$ cat config.mk
export PLATFORM = sky130hd
export DESIGN_NAME = display_sequencer
export DESIGN_NICKNAME = d
export VERILOG_FILES = /design/src/rtl/display_pkg.sv /design/src/rtl/dwell_timer.sv /design/src/rtl/display_sequencer.sv
export SDC_FILE = /design/constraint.sdc
export NUM_CORES = 1
export LEC_CHECK = 0
export CAP_MARGIN = 10
export CORE_MARGIN = 10
export CORE_UTILIZATION = 35
export CTS_CLUSTER_SIZE = 16
export DETAILED_ROUTE_END_ITERATION = 8
export PLACE_DENSITY_LB_ADDON = 0.08
export SETUP_SLACK_MARGIN = 0.02
export SYNTH_ARGS = -nofsm -noshare
export SYNTH_HDL_FRONTEND = slang
export SYNTH_SLANG_ARGS = --single-unit
$ cat constraint.sdc
create_clock -name clk -period 4 [get_ports clk]
set_input_delay 0.8 -clock clk [delete_from_list [all_inputs] [get_ports clk]]
set_output_delay 0.8 -clock clk [all_outputs]
set_load 0.05 [all_outputs]
$ cat src/rtl/display_pkg.sv
// Shared types and helpers for the segmented register display path.
package display_pkg;

    typedef enum logic {
        ST_IDLE = 1'b0,
        ST_RUN  = 1'b1
    } state_t;

    localparam logic MODE_AUTO   = 1'b0;
    localparam logic MODE_MANUAL = 1'b1;

    function automatic int idx_w(input int n);
        return (n > 1) ? $clog2(n) : 1;
    endfunction

endpackage

$ cat src/rtl/dwell_timer.sv
// Counts display cycles per segment; tick marks the last cycle of a dwell.
module dwell_timer
    import display_pkg::*;
#(
    parameter int DWELL = 1
) (
    input  logic clk,
    input  logic rst_n,
    input  logic clr,
    input  logic run,
    output logic tick
);

    localparam int CW = idx_w(DWELL);
    localparam logic [CW-1:0] LAST = CW'(DWELL - 1);

    logic [CW-1:0] cnt;

    assign tick = run && (cnt == LAST);

    always_ff @(posedge clk or negedge rst_n) begin
        if (!rst_n) begin
            cnt <= '0;
        end else if (clr) begin
            cnt <= '0;
        end else if (run) begin
            if (cnt == LAST) cnt <= '0;
            else             cnt <= cnt + 1'b1;
        end
    end

endmodule

$ cat src/rtl/display_sequencer.sv
// Shows a register value one segment at a time, MS first, with
// timed or stepped advance and a snapshot taken only at frame wrap.
module display_sequencer
    import display_pkg::*;
#(
    parameter int DATA_W = 32,
    parameter int SEG_W  = 16,
    parameter int DWELL  = 1
) (
    input  logic                                clk,
    input  logic                                rst_n,
    input  logic                                en,
    input  logic                                mode,
    input  logic                                step,
    input  logic [DATA_W-1:0]                   reg_data,
    output logic [SEG_W-1:0]                    seg_out,
    output logic [idx_w(DATA_W/SEG_W)-1:0]      seg_idx,
    output logic                                frame_done
);

    localparam int NSEG = DATA_W / SEG_W;
    localparam int IW   = idx_w(NSEG);
    localparam int BW   = idx_w(DATA_W);
    localparam logic [IW-1:0] LAST_IDX = IW'(NSEG - 1);

    generate
        if ((DATA_W % SEG_W) != 0 || DWELL < 1) begin : g_bad_cfg
            $error("display_sequencer: bad DATA_W/SEG_W/DWELL");
        end
    endgenerate

    state_t            state;
    logic [DATA_W-1:0] shadow;
    logic              mode_q;
    logic              mode_chg;
    logic              running;
    logic              tick;
    logic              advance;
    logic [BW-1:0]     base;

    assign base    = BW'(DATA_W - 1 - int'(seg_idx) * SEG_W);
    assign seg_out = shadow[base -: SEG_W];

    // A mode switch restarts the dwell and suppresses any advance.
    assign mode_chg = (mode != mode_q);
    assign running  = (state == ST_RUN) && en;
    assign advance  = running && !mode_chg &&
                      ((mode == MODE_AUTO) ? tick : step);

    dwell_timer #(
        .DWELL (DWELL)
    ) u_timer (
        .clk   (clk),
        .rst_n (rst_n),
        .clr   (!running || mode_chg || mode == MODE_MANUAL),
        .run   (running && mode == MODE_AUTO),
        .tick  (tick)
    );

    always_ff @(posedge clk or negedge rst_n) begin
        if (!rst_n) begin
            state      <= ST_IDLE;
            shadow     <= '0;
            seg_idx    <= '0;
            frame_done <= 1'b0;
            mode_q     <= MODE_AUTO;
        end else begin
            frame_done <= 1'b0;
            mode_q     <= mode;
            unique case (state)
                ST_IDLE: begin
                    seg_idx <= '0;
                    if (en) begin
                        shadow <= reg_data;
                        state  <= ST_RUN;
                    end
                end
                ST_RUN: begin
                    if (!en) begin
                        state   <= ST_IDLE;
                        seg_idx <= '0;
                    end else if (advance) begin
                        if (seg_idx == LAST_IDX) begin
                            seg_idx    <= '0;
                            shadow     <= reg_data;
                            frame_done <= 1'b1;
                        end else begin
                            seg_idx <= seg_idx + 1'b1;
                        end
                    end
                end
                default: state <= ST_IDLE;
            endcase
        end
    end

endmodule

==> qor.csv, run 1 <==
metric,value,unit
status,"finished, final reports clean",
synthFlopType,dfrtp_1,
synth_fa_ha_area_frac,0,
worst_slew_pin_slew,0.907,ns
cts-resized-gates,0,
vias,996,
critPathKind,reg2out,
startpoint_type,flop,
first_iter_violations,35,
layout_setup_ws,0.848,ns
clockRootBuffer,clkbuf_8,
crit_arrival,2.35,ns
synth_top_area_frac,0.575,
start_util,0.360,
max-vdd-ir-drop,0.215,mV
cts-buffers-inserted,5,
drt-total-wl,3640,µm
post_route_cells_drive_above_1_share,0.382,
p_total,1.11,mW
synth_top_family_by_area,multiplexers,
ys_top_cells_by_count,"mux2_2 (44), dfrtp_1 (36), mux2_4 (4), buf_6 (3)",
grt_pass1_vias,1162,
io_buffers,54,
clockBufferDepth,2,
cp.required,3.20,ns
globalplace.congestion,0.746,
synth_nets,136,
numClockSinks,36,
core_area,0.00435,mm²
hp-class,reg2reg,
wl_met2,1900,µm
skew,0.00688,ns
worst_r2r_startpoint,seg_idx,
drcViolationCount,0,
synthDistinctLibCells,14,
drtAntennaViolNets,0,
antenna_cells,0,
clk_latency,0.28,ns
post-route-util,0.513,
r2r_end,shadow[16],
htree_levels,2,
die_y,86.9,µm
top_layer,met4,
hold_violations,0,
antenna_found_initial,0,
async_flop_share,1.00,
wl_met1,1420,µm
yosysSeqAreaShare,0.575,
avgSynthCellArea,15.8,µm²
synth_area_leaders,"dfrtp_1 (58%), mux2_2 (32%), mux2_4 (3.8%)",
synth_top_area_cell,dfrtp_1,
nets,193,
place_inst,201,
clkTransAtPathRegs,0.07,ns
cts-hold-fix-buffers,0,
synth_xor_area_frac,0,
postCtsSetupRepairBufs,0,
setup_viol,0,
vias_per_cell,4.77,
place_worst_setup_slack,1.06,ns
wire_per_inst,17.4,µm
relSlewSlack,0.395,
ios,55,
synthesis.area,0.00157,mm²
die_w,86.9,µm
grt_first_pass_wirelength,5910,µm
drt_pass1_iterations,2,
grt.total_usage,0.101,
finalMaxSlewViolations,0,
path_max_fanout,20,
netlist_instances,99,
yosysMostFrequentCell,mux2_2,
fmax,0.317,GHz
synth-seq-cells,36,
area_growth,42.5,%
cts_tree,yes,
dp_hpwl,2610,µm
met3_wirelength,289,µm
grt_max_degree,37,
endpoint_kind,output pin,
fin_crit,3.15,ns
fin_crit_sh,0.788,
p_leak,0.930,nW
synth-simple-area-share,0.0224,
rows,24,
die_area,0.00755,mm²
setup_tns,0,ns
endpoint,seg_out[14],
cellPowerDensity,497,mW/mm²
startpoint,seg_idx,
r2r_cells,3,
synthMuxAreaShare,0.355,
rsz0062_at_grt,no,
overflow,0,
max_cap_viol_count,0,
yosys_warnings,0,
synth_edf_count,0,
layoutNonFillerInstCount,209,
reg2reg_slack,1.73,ns
synth_compound_area_frac,0.0160,
-- sequential cells by signal (all words and copies together) (netlist names) --
register    cells
shadow         32
frame_done      1
mode_q          1
seg_idx         1
state           1
-- worst min-delay path by stage --
stage                    start    endpoint  slack (ns)  cells past startpoint
global placement    shadow[11]  shadow[11]        0.48                      1
finish              shadow[22]  shadow[22]        0.50                      1
floorplan           shadow[10]  shadow[10]        0.47                      1
CTS                 shadow[22]  shadow[22]        0.51                      1
global route        shadow[17]  shadow[17]        0.52                      1
detailed placement  shadow[22]  shadow[22]        0.49                      1
-- cell type report --
class	instances	area, µm²
clock buffers	6	82.6
inverters	1	3.75
clock inverters	2	10.0
well taps	52	65.1
flip-flops and latches	36	901
fillers	400	2120
multi-input cells	57	627
repair buffers	55	543
-- worst max-delay path, stage by stage (launching register included) --
cell,delay [ns]
dfrtp_1,0.94
mux2_2,0.42
clkdlybuf4s50_1,0.71
-- cells in the final DEF, fill, tap and decap left out, drive strengths merged --
cell            n
nand2           1
clkdlybuf4s50  53
clkbuf          6
and3            1
inv             1
nor3            1
nor3b           1
buf             2
o21ai           2
dfrtp          36
mux2           48
clkinv          2
o221ai          1
nor2            2
-- routing by layer --
metal  global-route usage  vias to the layer above
met4               0.0353                        0
met2                0.173                       30
li1                     -                      464
met3               0.0412                        5
met5                    0                        -
met1                0.109                      497
-- stage by stage --
stage	hold WS, ns	area, µm²
after global placement	0.482	2140
after detailed placement	0.490	2140
after CTS	0.506	2230
after floorplan	0.474	1570
after global routing	0.524	2230
final	0.501	2230
-- logic make-up (layout without fill, tap and decap cells) --
| family | count (synthesis) | count (layout) |
|---|---|---|
| flops | 36 | 36 |
| compound gates | 3 | 3 |
| buf+inv | 6 | 64 |
| mux | 48 | 48 |
| simple gates | 6 | 6 |
-- power by group --
group	total, mW	internal [mW]	leakage [nW]	switching [mW]
registers	0.466	0.432	0.428	0.0344
logic	0.383	0.181	0.451	0.202
clock network	0.261	0.137	0.0510	0.123
total	1.11	0.750	0.930	0.360
(Power assumes the default switching activity.)
==> run 2, diff against run 1 <==
==> constraint.sdc (replaced) <==
create_clock -name clk -period 3.2 [get_ports clk]
set_input_delay 0.64 -clock clk [delete_from_list [all_inputs] [get_ports clk]]
set_output_delay 0.64 -clock clk [all_outputs]
set_load 0.05 [all_outputs]
==> run 2 against run 1 <==
Compared with the run above: combinational power is 28% higher; hold slack got worse by 0.072 ns; non-clock buffer count grew 2; die area is the same; clock power up 110%; global-route usage grew 0.13 points; critical path depth up 1; core utilization up 2.2 points; final area grew 4.2%; total power rose by 46%; critical path type unchanged; largest cell class unchanged; highest routed layer unchanged.
==> qor.csv, run 2 (same netlist as run 1, synthesis figures left out) <==
metric,value,unit,change
dp_hpwl,2660,µm,+1.9%
crit_arrival,1.92,ns,-0.43 ns
max-vdd-ir-drop,0.268,mV,+25%
endpoint_kind,output pin,,
grt_first_pass_wirelength,6060,µm,+2.5%
grt_pass1_vias,1167,,+0.43%
setup_tns,0,ns,unchanged
hp-class,in2async,,
comb_power_share,0.302,,-0.043
clkPwrFrac,0.341,,+0.106
relSlewSlack,0.471,,+0.0756
drtAntennaViolNets,0,,unchanged
wl_met2,1810,µm,-4.7%
die_area,0.00755,mm²,unchanged
drcViolationCount,0,,unchanged
vias_per_cell,4.68,,-1.7%
critPathKind,reg2out,,
met3_wirelength,251,µm,-13%
layout_common_cells,"clkdlybuf4s50_1 (53), mux2_2 (44), dfrtp_1 (36)",,
drt_pass1_iterations,3,,+1
fill_cells,373,,-6.8%
core_area,0.00435,mm²,unchanged
first_iter_violations,45,,+29%
top_register,shadow,,
rows,24,,unchanged
nets,195,,+1.0%
max_cap_viol_count,0,,unchanged
skew,0.0101,ns,+0.00327 ns
p_sw_frac,0.284,,-0.0399
layout_commonest_cell,clkdlybuf4s50_1,,
p_leak,0.974,nW,+4.7%
setup_viol,0,,unchanged
wl_met1,1550,µm,+9.3%
path_buf_inv,2,,+1
vias,988,,-0.80%
top_layer,met4,,
fin_hold_ws,0.429,ns,-0.0718 ns
status,"finished, final reports clean",,
clockRootBuffer,clkbuf_8,,
numClockSinks,36,,unchanged
die_y,86.9,µm,unchanged
cts-resized-gates,0,,unchanged
die_w,86.9,µm,unchanged
slowest_stage,clkdlybuf4s50_1,,
drt-total-wl,3650,µm,+0.16%
cp.required,2.56,ns,-0.64 ns
finalMaxSlewViolations,0,,unchanged
antenna_found_initial,0,,unchanged
cts_tree,yes,,
postCtsSetupRepairBufs,0,,unchanged
rsz0062_at_grt,no,,
path_max_fanout,11,,-45%
largest_register_ffs,32,,unchanged
grt.total_usage,0.102,,+0.00127
cp_top_family,buffers and inverters,,
regArea,901,µm²,unchanged
cellPowerDensity,696,mW/mm²,+40%
worst_slew_pin_slew,0.794,ns,-0.113 ns
seqPwrFrac,0.357,,-0.063
wire_per_inst,17.3,µm,-0.78%
power.net_switching,0.460,mW,+28%
fmax,0.391,GHz,
overflow,0,,unchanged
cts-hold-fix-buffers,0,,unchanged
crit_chain,"buf_4, mux2_2, clkdlybuf4s50_1",,
ios,55,,unchanged
fin_crit,2.56,ns,
clockBufferDepth,2,,unchanged
fin_crit_sh,0.799,,
clk_latency,0.29,ns,about the same
post_route_cells_drive_above_1_share,0.390,,+0.00777
antenna_cells,0,,unchanged
area_growth,48.5,%,
multiInputGateArea,627,µm²,unchanged
grt_max_degree,37,,unchanged
cts-buffers-inserted,5,,unchanged
clkTransAtPathRegs,0.08,ns,about the same
htree_levels,2,,unchanged
io_buffers,54,,unchanged
start_util,0.360,,unchanged
max_stage_delay,0.71,ns,-0.23 ns
globalplace.congestion,0.779,,+4.4%
hold_violations,0,,unchanged
startpoint_type,flop,,
intPower,1.16,mW,+55%
run 2: cell count changes in the layout (fill, tap and decap cells not counted):
| cell | previous run | this run |
|---|---|---|
| buf_4 | 1 | 2 |
| bufinv_16 | 0 | 3 |
| buf_12 | 0 | 1 |
| clkbuf_8 | 6 | 5 |
| clkinv_2 | 2 | 0 |
run 2: area by class of cell:
type / count / share of cell area
clock inverter: 3 / 0.0387
inverter: 1 / 0.00161
timing repair buffer: 57 / 0.245
sequential: 36 / 0.387
tap: 52 / 0.0280
multi-input combinational: 57 / 0.269
clock buffer: 5 / 0.0296
run 2: worst paths after layout:
path / startpoint / to / slack, ns / cells after the start
worst max-delay path: seg_idx / seg_out[9] / 0.64 / 3
worst min-delay path: rst_n / shadow[29] / 0.43 / 1
worst max register to register: seg_idx / shadow[16] / 1.48 / 4
worst min register to register: shadow[0] / shadow[0] / 0.51 / 1
max in group asynchronous: rst_n / shadow[24] / 2.26 / 1
min in group clk: shadow[0] / shadow[0] / 0.51 / 1
run 2: per-layer routing:
metal / vias up / global-route usage
li1: 466 / -
met1: 485 / 0.118
met2: 32 / 0.166
met3: 5 / 0.0431
met4: 0 / 0.0353
met5: - / 0
run 2: power by group through the flow:
stage,logic (mW),clock network (mW),registers (mW)
6_report,0.489,0.552,0.579
5_1_grt,0.517,0.591,0.591
4_1_cts,0.497,0.567,0.579
3_5_place_dp,0.494,0,0.588
3_3_place_gp,0.486,0,0.580
2_1_floorplan,0.327,0,0.576
run 2: metrics by stage:
| step | worst slack (ns) | instances | util | cell area [µm²] | power, mW |
|---|---|---|---|---|---|
| floorplan | 1.01 | 99 | - | 1570 | 0.903 |
| global route | 0.558 | 211 | 0.534 | 2330 | 1.70 |
| CTS | 0.612 | 211 | 0.534 | 2330 | 1.64 |
| global placement | 0.776 | 203 | 0.498 | 2170 | 1.07 |
| detailed placement | 0.725 | 203 | 0.498 | 2170 | 1.08 |
| finish | 0.642 | 211 | 0.534 | 2330 | 1.62 |
==> run 3, diff against run 2 <==
==> constraint.sdc (replaced) <==
create_clock -name clk -period 2.5 [get_ports clk]
set_input_delay 0.5 -clock clk [delete_from_list [all_inputs] [get_ports clk]]
set_output_delay 0.5 -clock clk [all_outputs]
set_load 0.05 [all_outputs]
==> run 3 against run 2 <==
Compared with the run above: clock power is 26% lower; die area stayed put; critical path depth is 2 lower; critical path type unchanged; highest routed layer unchanged.
==> qor.csv, run 3 (same netlist as run 1, synthesis figures left out) <==
metric,value,unit,change
critPathKind,reg2out,,
grt.total_usage,0.102,,-0.000346
path_max_fanout,1,,-10
crit_arrival,1.41,ns,-0.51 ns
fin_area,0.00223,mm²,-4.2%
antenna_found_initial,0,,unchanged
die_w,86.9,µm,unchanged
fin_crit,1.91,ns,
start_util,0.360,,unchanged
slowest_stage,clkdlybuf4s50_1,,
intPower,1.19,mW,+2.7%
drcViolationCount,0,,unchanged
hp-class,in2async,,
p_sw_frac,0.324,,+0.0397
fin_crit_sh,0.766,,
status,"finished, final reports clean",,
cts-hold-fix-buffers,0,,unchanged
largest_register_ffs,32,,unchanged
clockRootBuffer,clkbuf_8,,
p_total,1.76,mW,+8.7%
relSlewSlack,0.471,,about the same
fmax,0.522,GHz,
grt_pass1_vias,1177,,+0.86%
r2r_end,shadow[29],,
layout_commonest_cell,mux2_2,,
max-vdd-ir-drop,0.282,mV,+4.9%
endpoint_kind,output pin,,
ios,55,,unchanged
crit_chain,clkdlybuf4s50_1,,
worst_r2r_startpoint,seg_idx,,
worst_slew_pin_slew,0.794,ns,-0.0000610 ns
io_buffers,54,,unchanged
grt_first_pass_wirelength,6000,µm,-0.91%
clkPwrFrac,0.233,,-0.108
post-route-util,0.511,,-0.0227
hold_violations,0,,unchanged
path_buf_inv,1,,-1
p_leak,0.961,nW,-1.3%
rows,24,,unchanged
vias,1002,,+1.4%
die_y,86.9,µm,unchanged
post_route_cells_drive_above_1_share,0.484,,+0.0943
postCtsSetupRepairBufs,0,,unchanged
finalMaxSlewViolations,0,,unchanged
layout_setup_ws,0.585,ns,-0.0570 ns
seqPwrFrac,0.420,,+0.063
die_area,0.00755,mm²,unchanged
setup_viol,0,,unchanged
cellPowerDensity,790,mW/mm²,+14%
area_growth,42.2,%,
htree_levels,2,,unchanged
power.net_switching,0.570,mW,+24%
overflow,0,,unchanged
antenna_cells,0,,unchanged
core_area,0.00435,mm²,unchanged
top_register,shadow,,
layoutNonFillerInstCount,211,,unchanged
max_cap_viol_count,0,,unchanged
globalplace.congestion,0.770,,-1.1%
cts_tree,yes,,
grt_max_degree,37,,unchanged
dp_hpwl,2700,µm,+1.5%
cts-resized-gates,0,,unchanged
clockBufferDepth,2,,unchanged
cts-buffers-inserted,5,,unchanged
clkTransAtPathRegs,0.06,ns,-0.02 ns
wire_per_inst,17.0,µm,-1.6%
first_iter_violations,37,,-18%
reg2reg_slack,0.97,ns,-0.51 ns
place_worst_setup_slack,0.383,ns,-0.342 ns
drt_pass1_iterations,3,,unchanged
layout_common_cells,"mux2_2 (44), dfrtp_1 (36), clkdlybuf4s50_1 (36)",,
place_area,0.00214,mm²,-1.4%
drtAntennaViolNets,0,,unchanged
skew,0.00224,ns,-0.00791 ns
vias_per_cell,4.75,,+1.4%
startpoint_type,flop,,
place_inst,203,,unchanged
startpoint,frame_done,,
setup_tns,0,ns,unchanged
clk_latency,0.28,ns,about the same
numClockSinks,36,,unchanged
max_stage_delay,0.80,ns,+0.09 ns
r2r_cells,4,,unchanged
nets,195,,unchanged
cp_top_family,buffers and inverters,,
cp.required,2.00,ns,-0.56 ns
comb_power_share,0.346,,+0.044
drt-total-wl,3590,µm,-1.6%
fin_hold_ws,0.301,ns,-0.128 ns
rsz0062_at_grt,no,,
-- run 3: layer usage --
layer / part of all wire / track usage / up-vias
met4: 0.015 / 0.0398 / 0
met3: 0.095 / 0.0543 / 7
met1: 0.40 / 0.113 / 490
met2: 0.49 / 0.160 / 32
li1: - / - / 473
met5: 0 / 0 / -
-- run 3: how the worst max path moves through the flow --
| stage | endpoint | slack, ns | cells after the start |
|---|---|---|---|
| 4_1_cts | frame_done | 0.56 | 1 |
| 3_5_place_dp | shadow[29] | 0.38 | 5 |
| 5_1_grt | seg_out[9] | 0.52 | 3 |
| 3_3_place_gp | shadow[19] | 0.45 | 5 |
| 2_1_floorplan | seg_out[11] | 0.45 | 3 |
| 6_report | frame_done | 0.59 | 1 |
-- run 3: layout make-up --
| type | count | area (µm²) |
|---|---|---|
| clock buffer | 8 | 90.1 |
| inverter | 1 | 3.75 |
| multi-input combinational | 57 | 627 |
| fill | 388 | 2130 |
| tap | 52 | 65.1 |
| sequential | 36 | 901 |
| timing repair buffer | 57 | 541 |
-- run 3: power groups by stage --
stage	clock, mW	combinational [mW]	sequential [mW]
detailed placement	0	0.619	0.752
global route	0.454	0.643	0.756
global placement	0	0.605	0.743
CTS	0.433	0.621	0.741
finish	0.411	0.609	0.740
floorplan	0	0.419	0.738
